==> config.mk <==
export PLATFORM = sky130hd
export DESIGN_NAME = rr_arbiter4_flat
export DESIGN_NICKNAME = d
export VERILOG_FILES = /design/src/rtl/rr_arbiter4_pkg.sv /design/src/rtl/rr_arbiter4_if.sv /design/src/rtl/rr_arbiter4_pick.sv /design/src/rtl/rr_arbiter4.sv /design/src/flat_wrapper.sv
export SDC_FILE = /design/constraint.sdc
export NUM_CORES = 1
export LEC_CHECK = 0
export CORE_ASPECT_RATIO = 0.75
export CORE_MARGIN = 2
export CORE_UTILIZATION = 35
export CTS_CLUSTER_SIZE = 40
export DETAILED_ROUTE_END_ITERATION = 12
export HOLD_SLACK_MARGIN = 0.1
export PLACE_DENSITY = 0.61
export REMOVE_ABC_BUFFERS = 1
export SLEW_MARGIN = 40
export SYNTH_ARGS = -nofsm -noshare
export SYNTH_HDL_FRONTEND = slang
export SYNTH_SLANG_ARGS = --single-unit
==> constraint.sdc <==
create_clock -name clk -period 1.59 [get_ports clk]
set_input_delay 0.318 -clock clk [delete_from_list [all_inputs] [get_ports clk]]
set_output_delay 0.318 -clock clk [all_outputs]
set_load 0.02 [all_outputs]
==> src/rtl/rr_arbiter4_pkg.sv <==
// Shared types and sizes for the 4-way round-robin arbiter.
// Includes the one-hot to index helper used for owner tracking.
package rr_arbiter4_pkg;

   localparam int NREQ  = 4;
   localparam int PTR_W = 2;
   localparam int CNT_W = 8;

   typedef enum logic {
      IDLE  = 1'b0,
      GRANT = 1'b1
   } state_e;

   function automatic logic [PTR_W-1:0] onehot_to_idx(input logic [NREQ-1:0] oh);
      logic [PTR_W-1:0] idx;
      idx = '0;
      for (int i = 0; i < NREQ; i++) begin
         if (oh[i]) idx = idx | PTR_W'(i);
      end
      return idx;
   endfunction

endpackage

==> src/rtl/rr_arbiter4_if.sv <==
// Request/grant bundle between requesters and the arbiter.
// slave = arbiter side (consumes req/done, drives grant); master = requester side.
interface rr_arbiter4_if;
   import rr_arbiter4_pkg::*;

   logic [NREQ-1:0] req;
   logic            done;
   logic [NREQ-1:0] gnt;
   logic            gnt_valid;
   logic            timeout;

   modport slave  (input  req, done, output gnt, gnt_valid, timeout);
   modport master (output req, done, input  gnt, gnt_valid, timeout);

endinterface

==> src/rtl/rr_arbiter4_pick.sv <==
// Combinational round-robin pick: one-hot of first set req bit starting at ptr.
// Zero latency; pick is zero when req is zero.
module rr_pick4
   import rr_arbiter4_pkg::*;
(
   input  logic [NREQ-1:0]  req,
   input  logic [PTR_W-1:0] ptr,
   output logic [NREQ-1:0]  pick
);

   logic [2*NREQ-1:0] req_dbl;
   logic [NREQ-1:0]   req_rot;
   logic [NREQ-1:0]   pick_rot;
   logic [2*NREQ-1:0] pick_dbl;

   // Rotate so ptr lands at bit 0, isolate lowest set bit, rotate back.
   assign req_dbl  = {req, req} >> ptr;
   assign req_rot  = req_dbl[NREQ-1:0];
   assign pick_rot = req_rot & (~req_rot + NREQ'(1));
   assign pick_dbl = {pick_rot, pick_rot} << ptr;
   assign pick     = pick_dbl[2*NREQ-1:NREQ];

endmodule

==> src/rtl/rr_arbiter4.sv <==
// 4-way round-robin arbiter with hold limit; grant registered 1 cycle after req in IDLE.
// Grants drop for at least one cycle between owners; owner release by done, req drop or HOLD_MAX.
module rr_arbiter4
   import rr_arbiter4_pkg::*;
#(
   parameter int HOLD_MAX = 15
)
(
   input  logic          clk,
   input  logic          rst,
   rr_arbiter4_if.slave  arb
);

   localparam logic [CNT_W-1:0] HOLD_CNT = CNT_W'(HOLD_MAX);

   state_e            state_q, state_d;
   logic [PTR_W-1:0]  ptr_q, ptr_d;
   logic [PTR_W-1:0]  owner_q, owner_d;
   logic [CNT_W-1:0]  cnt_q, cnt_d;
   logic [NREQ-1:0]   gnt_q, gnt_d;
   logic              gnt_valid_q, gnt_valid_d;
   logic              timeout_q, timeout_d;
   logic [NREQ-1:0]   pick;

   rr_pick4 u_pick (
      .req  (arb.req),
      .ptr  (ptr_q),
      .pick (pick)
   );

   always_ff @(posedge clk or posedge rst) begin
      if (rst) begin
         state_q     <= IDLE;
         ptr_q       <= '0;
         owner_q     <= '0;
         cnt_q       <= '0;
         gnt_q       <= '0;
         gnt_valid_q <= 1'b0;
         timeout_q   <= 1'b0;
      end else begin
         state_q     <= state_d;
         ptr_q       <= ptr_d;
         owner_q     <= owner_d;
         cnt_q       <= cnt_d;
         gnt_q       <= gnt_d;
         gnt_valid_q <= gnt_valid_d;
         timeout_q   <= timeout_d;
      end
   end

   always_comb begin
      state_d     = state_q;
      ptr_d       = ptr_q;
      owner_d     = owner_q;
      cnt_d       = cnt_q;
      gnt_d       = gnt_q;
      gnt_valid_d = gnt_valid_q;
      timeout_d   = 1'b0;

      case (state_q)
         IDLE: begin
            gnt_d       = '0;
            gnt_valid_d = 1'b0;
            if (|arb.req) begin
               state_d     = GRANT;
               owner_d     = onehot_to_idx(pick);
               gnt_d       = pick;
               gnt_valid_d = 1'b1;
               cnt_d       = CNT_W'(1);
            end
         end
         GRANT: begin
            // done wins over expiry, so timeout only flags a genuinely forced release.
            if (arb.done || !arb.req[owner_q] || (cnt_q >= HOLD_CNT)) begin
               state_d     = IDLE;
               gnt_d       = '0;
               gnt_valid_d = 1'b0;
               ptr_d       = owner_q + PTR_W'(1);
               cnt_d       = '0;
               timeout_d   = !arb.done && arb.req[owner_q];
            end else begin
               cnt_d = (cnt_q == '1) ? cnt_q : cnt_q + CNT_W'(1);
            end
         end
         default: begin
            state_d     = IDLE;
            gnt_d       = '0;
            gnt_valid_d = 1'b0;
         end
      endcase
   end

   assign arb.gnt       = gnt_q;
   assign arb.gnt_valid = gnt_valid_q;
   assign arb.timeout   = timeout_q;

endmodule

==> src/flat_wrapper.sv <==
// flat-port wrapper written by rule: the top's interface ports become plain ports
module rr_arbiter4_flat import rr_arbiter4_pkg::*;
#(
   parameter int HOLD_MAX = 15
)
  (clk, rst, arb_req, arb_done, arb_gnt, arb_gnt_valid, arb_timeout);
  rr_arbiter4_if arb_i ();
  input  logic clk;
  input  logic rst;
  input wire logic [$bits(arb_i.req)-1:0] arb_req;
  input wire logic [$bits(arb_i.done)-1:0] arb_done;
  output wire logic [$bits(arb_i.gnt)-1:0] arb_gnt;
  output wire logic [$bits(arb_i.gnt_valid)-1:0] arb_gnt_valid;
  output wire logic [$bits(arb_i.timeout)-1:0] arb_timeout;
  assign arb_i.req = arb_req;
  assign arb_i.done = arb_done;
  assign arb_gnt = arb_i.gnt;
  assign arb_gnt_valid = arb_i.gnt_valid;
  assign arb_timeout = arb_i.timeout;
  rr_arbiter4 #(.HOLD_MAX(HOLD_MAX)) u_core (.clk(clk), .rst(rst), .arb(arb_i));
endmodule
==> flow_summary.toml <==
[yosys]
synth_edf_count = 0
synth_area_um2 = 1060
ys_seq_area_share_pct = 44.9
ys_ff_latch = 19
synth_cell_types = 44
synth_top_cell_by_area = "dfrtp_1"
yosys-top-cells-count = "dfrtp_1, nand2_1, a21oi_1, clkbuf_1, nor2_1"
syn_inst = 106
syn_area_per_cell_um2 = 9.99
async_flop_share_pct = 100
synth.most_common_cell = "dfrtp_1"
synth_flop_cell = "dfrtp_1"
yosysTopAreaCellShare_pct = 44.9
yosys_warnings = 0
synth_area_leaders = "dfrtp_1, mux2i_1, a21oi_1"

[detailed_routing]
drt-wirelength-per-cell_um = 13.9
final_antenna_net_count = 0
firstDrtPassIters = 4
vias = 899
viasPerCell = 5.08
wirelength_um = 2470
post-route-drc-count = 0
drtIter0Drc = 32

[final_layout]
layout-drive-gt1-share_pct = 35.3
area_delta_synth_final_pct = 38.4
nNetsFinal = 148
diodes = 0

[clock_network]
insertion_delay_ps = 250
cts_root_buf = "clkbuf_8"
clock_path_buffers = 2
clkTransAtPathRegs_ps = 70
clock-sinks = 19
cts_max_level = 1
cts_tree = "built"
numCtsBuffers = 3
ctsHoldBuffers = 0

[global_routing]
grt_max_degree = 20
antenna_found_initial = 0
grt_pass1_wl_um = 4110
track_usage_pct = 15.9
grt_pass1_vias = 874
grt.overflow.total = 0

[worst_setup_path]
worst_path_max_delay_cell = "clkdlybuf4s50_1"
r2r_cells = 5
startpoint = "arb_req[2]"
path_delay_family = "multiplexers"
max_stage_delay_ps = 490
worstPathArrival_ps = 1830
critPathBufInv = 1
worstPathCellList = "clkdlybuf4s50_1 -> mux2i_1 -> o22ai_2 -> a21boi_2 -> mux2_2"
r2r_slack_ps = -80
crit_required_ps = 1730
cp-end-kind = "flop"
critPathKind = "input port to flop"
rr_startpoint = "u_core.cnt_q[4]"
timing.rr.end = "u_core.cnt_q[5]"
crit_fanout = 5
crit_path_start_kind = "input port"

[timing]
worstMarginPinSlew_ps = 391
fin_worst_skew_ps = 2.37
max_freq_ghz = 0.591
setup_violations = 10
tns_ps = -625
finalCritPeriodShare_pct = 106
period_needed_ps = 1690
hold_viol = 0
rsz0062_at_grt = "true"
drv_slew = 0
relSlewSlack_pct = 73.9
worst_slack_ps = -101

[pwr]
p_per_area_nw_per_um2 = 1380
irDropWorstVdd_mv = 0.777
power_leakage_uw = 0.000684

[place]
port-buffer-count = 12
place.gp.congestion = 0.779
dp_hpwl_um = 1830
dp_slack_ps = -279

[die]
num_io_pins = 13
die_height_um = 51.6
die_w_um = 67.5
core_area_um2 = 2910
rows = 17
die_area_um2 = 3480
start_util_pct = 36.3

[outcome]
status = "finished, violations left"
failed_checks = "setup timing"

[flow_run]
max_cap_viol_count = 0

[min_path]
hp-class = "input port to asynchronous set/reset pin"
## layout by cell type (no fill, tap or decap), types with 2 or more instances in the layout
cell type	instances
o2bb2ai_1	2
dfrtp_1	19
and3_1	2
mux2i_1	4
o21ai_0	4
a21oi_1	6
nor2_1	6
inv_1	3
buf_4	23
a31oi_1	3
nand3_1	2
nand3_2	2
or2_2	2
nand2b_1	4
nand2_1	7
nor2b_1	2
clkbuf_8	3
and2_2	2
clkdlybuf4s50_1	11
## power breakdown
part / internal (uW) / switching, uW
Combinational: 492 / 413
Sequential: 614 / 176
Clock: 178 / 148
## state kept, by name (all words and copies together), names as in the netlist
signal,cells
u_core.owner_q,2
u_core.arb.gnt_valid,1
u_core.arb.timeout,1
u_core.state_q,1
u_core.arb.gnt,4
u_core.cnt_q,8
u_core.ptr_q,2
## layer usage
layer  up-vias  wire [um]  global-route usage (%)
li1        458          -                       -
met1       423       1310                    23.7
met2        16       1060                    22.5
met3         2         69                    3.90
met4         0         28                    4.08
met5         -          0                       0
## layout make-up
class                           instances  area, um^2
Multi-Input combinational cell         77         579
Tap cell                               38        47.5
Timing Repair Buffer                   36         307
Inverter                                3        11.3
Clock buffer                            4        45.0
Fill cell                             252        1450
Sequential cell                        19         475
## cell families (layout without fill, tap and decap cells)
family,Yosys count,after routing,share of synthesized area (%)
compound gates,30,30,21.6
xor+xnor,1,1,0.828
fa+ha+maj,1,1,1.18
buf+inv,10,43,4.26
flops,19,19,44.9
mux,5,5,4.85
simple gates,40,40,22.3
## how the worst max path moves through the flow
stage	slack [ps]	cells past startpoint	endpoint
3_5_place_dp	-280	6	u_core.cnt_q[5]
2_1_floorplan	-20	4	u_core.cnt_q[1]
4_1_cts	-80	5	u_core.arb.gnt[3]
3_3_place_gp	-260	6	u_core.cnt_q[3]
6_report	-100	5	u_core.ptr_q[1]
5_1_grt	-220	5	u_core.ptr_q[1]
## worst reg2reg max path: cells and delay by family (launching register included)
family	cells	cell delay (ps)
and+or+nand+nor	2	780
buffers and inverters	1	120
AOI/OAI and AO/OA	2	340
DFF	1	380
## timing repair
item,CTS,global route
gates cloned,0,0
setup endpoints to repair,11,16
hold endpoints to repair,0,0
buffers inserted,1,2
pin swaps,4,2
resized for setup,5,4
## through the flow
stage	instance area [um^2]	hold slack, ps	cells	util [%]	total power, uW
floorplan	1020	269	99	-	1250
global placement	1350	472	170	46.3	1620
detailed placement	1350	469	170	46.3	1640
CTS	1430	385	175	48.9	2010
global route	1470	411	177	50.3	2160
finish	1470	379	177	50.3	2020
No activity file was read; power rests on OpenSTA's default activity.
==> variant (same settings) <==
The package constant `PTR_W` goes from 2 to 1.
--- a/src/rtl/rr_arbiter4_pkg.sv
+++ b/src/rtl/rr_arbiter4_pkg.sv
@@ -3,7 +3,7 @@
 package rr_arbiter4_pkg;
 
    localparam int NREQ  = 4;
-   localparam int PTR_W = 2;
+   localparam int PTR_W = 1;
    localparam int CNT_W = 8;
 
    typedef enum logic {
Formal check against the unedited RTL: not equivalent (a bounded check fails within 4 cycles, from zero or initial values and one cycle with rst high).
==> variant against the original RTL <==
  * The run still ends with setup timing left
  * Final cell count down 26%
  * Die area decreased by 21%
  * Setup slack improved by 0.071 ns
  * Sequential cell count shrank 2
  * Synthesized area is 23% lower
  * Final area down 20%
  * Wire length down 27%
  * Total power decreased by 22%
  * Critical endpoint is now u_core.cnt_q[3]
  * Largest cell class is now sequential cells
==> variant: results (changes against the original RTL) <==
* Metal2 WL at 764 µm (-28%)
* Failing checks: setup timing
* Met1 GRT Util at 21.14% (-2.6 points)
* DRT iter0 DRCs at 10 (-69%)
* Non-clock buffer share at 24.36% (+3.4 points)
* Worst IR Drop VDD at 0.8398 mV (+8.1%)
* Met3 WL post-DR at 73 µm (+5.8%)
* Synth cell types at 29 (-34%)
* Fin worst setup slack at -0.03018 ns (+0.07128 ns)
* First-pass GRT wire length at 2856 µm (-30%)
* Status: finished, violations left
* Worst Setup Start Kind: register
* Clock Root Buffer: clkbuf_4
* Layout cells sized above 1 at 32.08% (-3.2 points)
* Clock-cell share at 2.253% (-0.82 points)
* Top cells by count, synth: dfrtp_1, inv_1, nand2_1
* Total negative slack at -0.09160 ns (+0.5337 ns)
* Clk pin slew, worst setup/hold paths at 0.10 ns (+0.03 ns)
* CP max FO at 11 (+6)
* Number of multi-input logic gates at 46 (-40%)
* Die width at 59.79 µm (-11%)
* Placed inst area at 1090 µm² (-19%)
* Met3 Resource Use GR at 5.966% (+2.1 points)
* Drt via density at 5.122 (+0.85%)
* Register area share after synthesis at 52.07% (+7.2 points)
* Number of global-route vias before repair at 623 (-29%)
* Setup-failing EPs final at 5 (-5)
* DPL Wire Length at 1260 µm (-31%)
* Routability Congestion at 0.7680 (-1.3%)
* Seq_cells at 17 (-2)
* Setup Skew at 0.005106 ns (+0.002740 ns)
* Met1 wire length at 926 µm (-29%)
* Worst Hold Margin at 0.3137 ns (-0.06516 ns)
* Clk_lat worst skew at 0.30 ns (+0.05 ns)
* FF-to-FF End: u_core.cnt_q[3]
* CP delay by family, top: simple AND/OR/NAND/NOR gates
* Slowest cell delay on critical path at 0.58 ns (+0.09 ns)
* Post-Place Worst Slack at -0.3111 ns (-0.03247 ns)
* Fill cells at 198 (-21%)
* Final WL at 1792 µm (-27%)
* Synthesized instance count at 71 (-33%)
* Fraction of area in multi-input gates at 31.97% (-7.6 points)
* Inverters at 7 (+4)
* Non-CTS buffers at 32 (-11%)
* Slew headroom at 79.05% (+5.1 points)
* Cell count after placement at 123 (-28%)
-- variant: where the power goes --
part | switching, mW | total [mW] | internal [mW]
clock | 0.143 | 0.241 | 0.0979
combinational | 0.357 | 0.710 | 0.352
sequential | 0.0905 | 0.621 | 0.530
total | 0.591 | 1.57 | 0.980
-- variant: kinds of logic (layout without fill, tap and decap cells) --
kind of cell               after synthesis  after routing  synth area share (%)
and+or+nand+nor                         23             23                 16.85
AOI/OAI and AO/OA                       20             20                 22.51
DFF                                     17             17                 52.07
buffers and inverters                    8             43                 4.593
muxes                                    2              2                 2.450
adders and majority gates                1              1                 1.531
-- variant: what timing repair did --
item / in CTS / in global routing
resized for setup: 6 / 5
endpoints found under the setup margin: 16 / 13
cloned: 0 / 0
setup buffers: 0 / 4
hold buffers: 0 / 0
pin swaps: 7 / 3
-- variant: worst register-to-register path: stages (launching register included) --
cell and delay, ns:
dfrtp_1 0.39, or4_4 0.58, nor4_4 0.21, buf_12 0.17, a22oi_2 0.05, mux2i_1 0.14
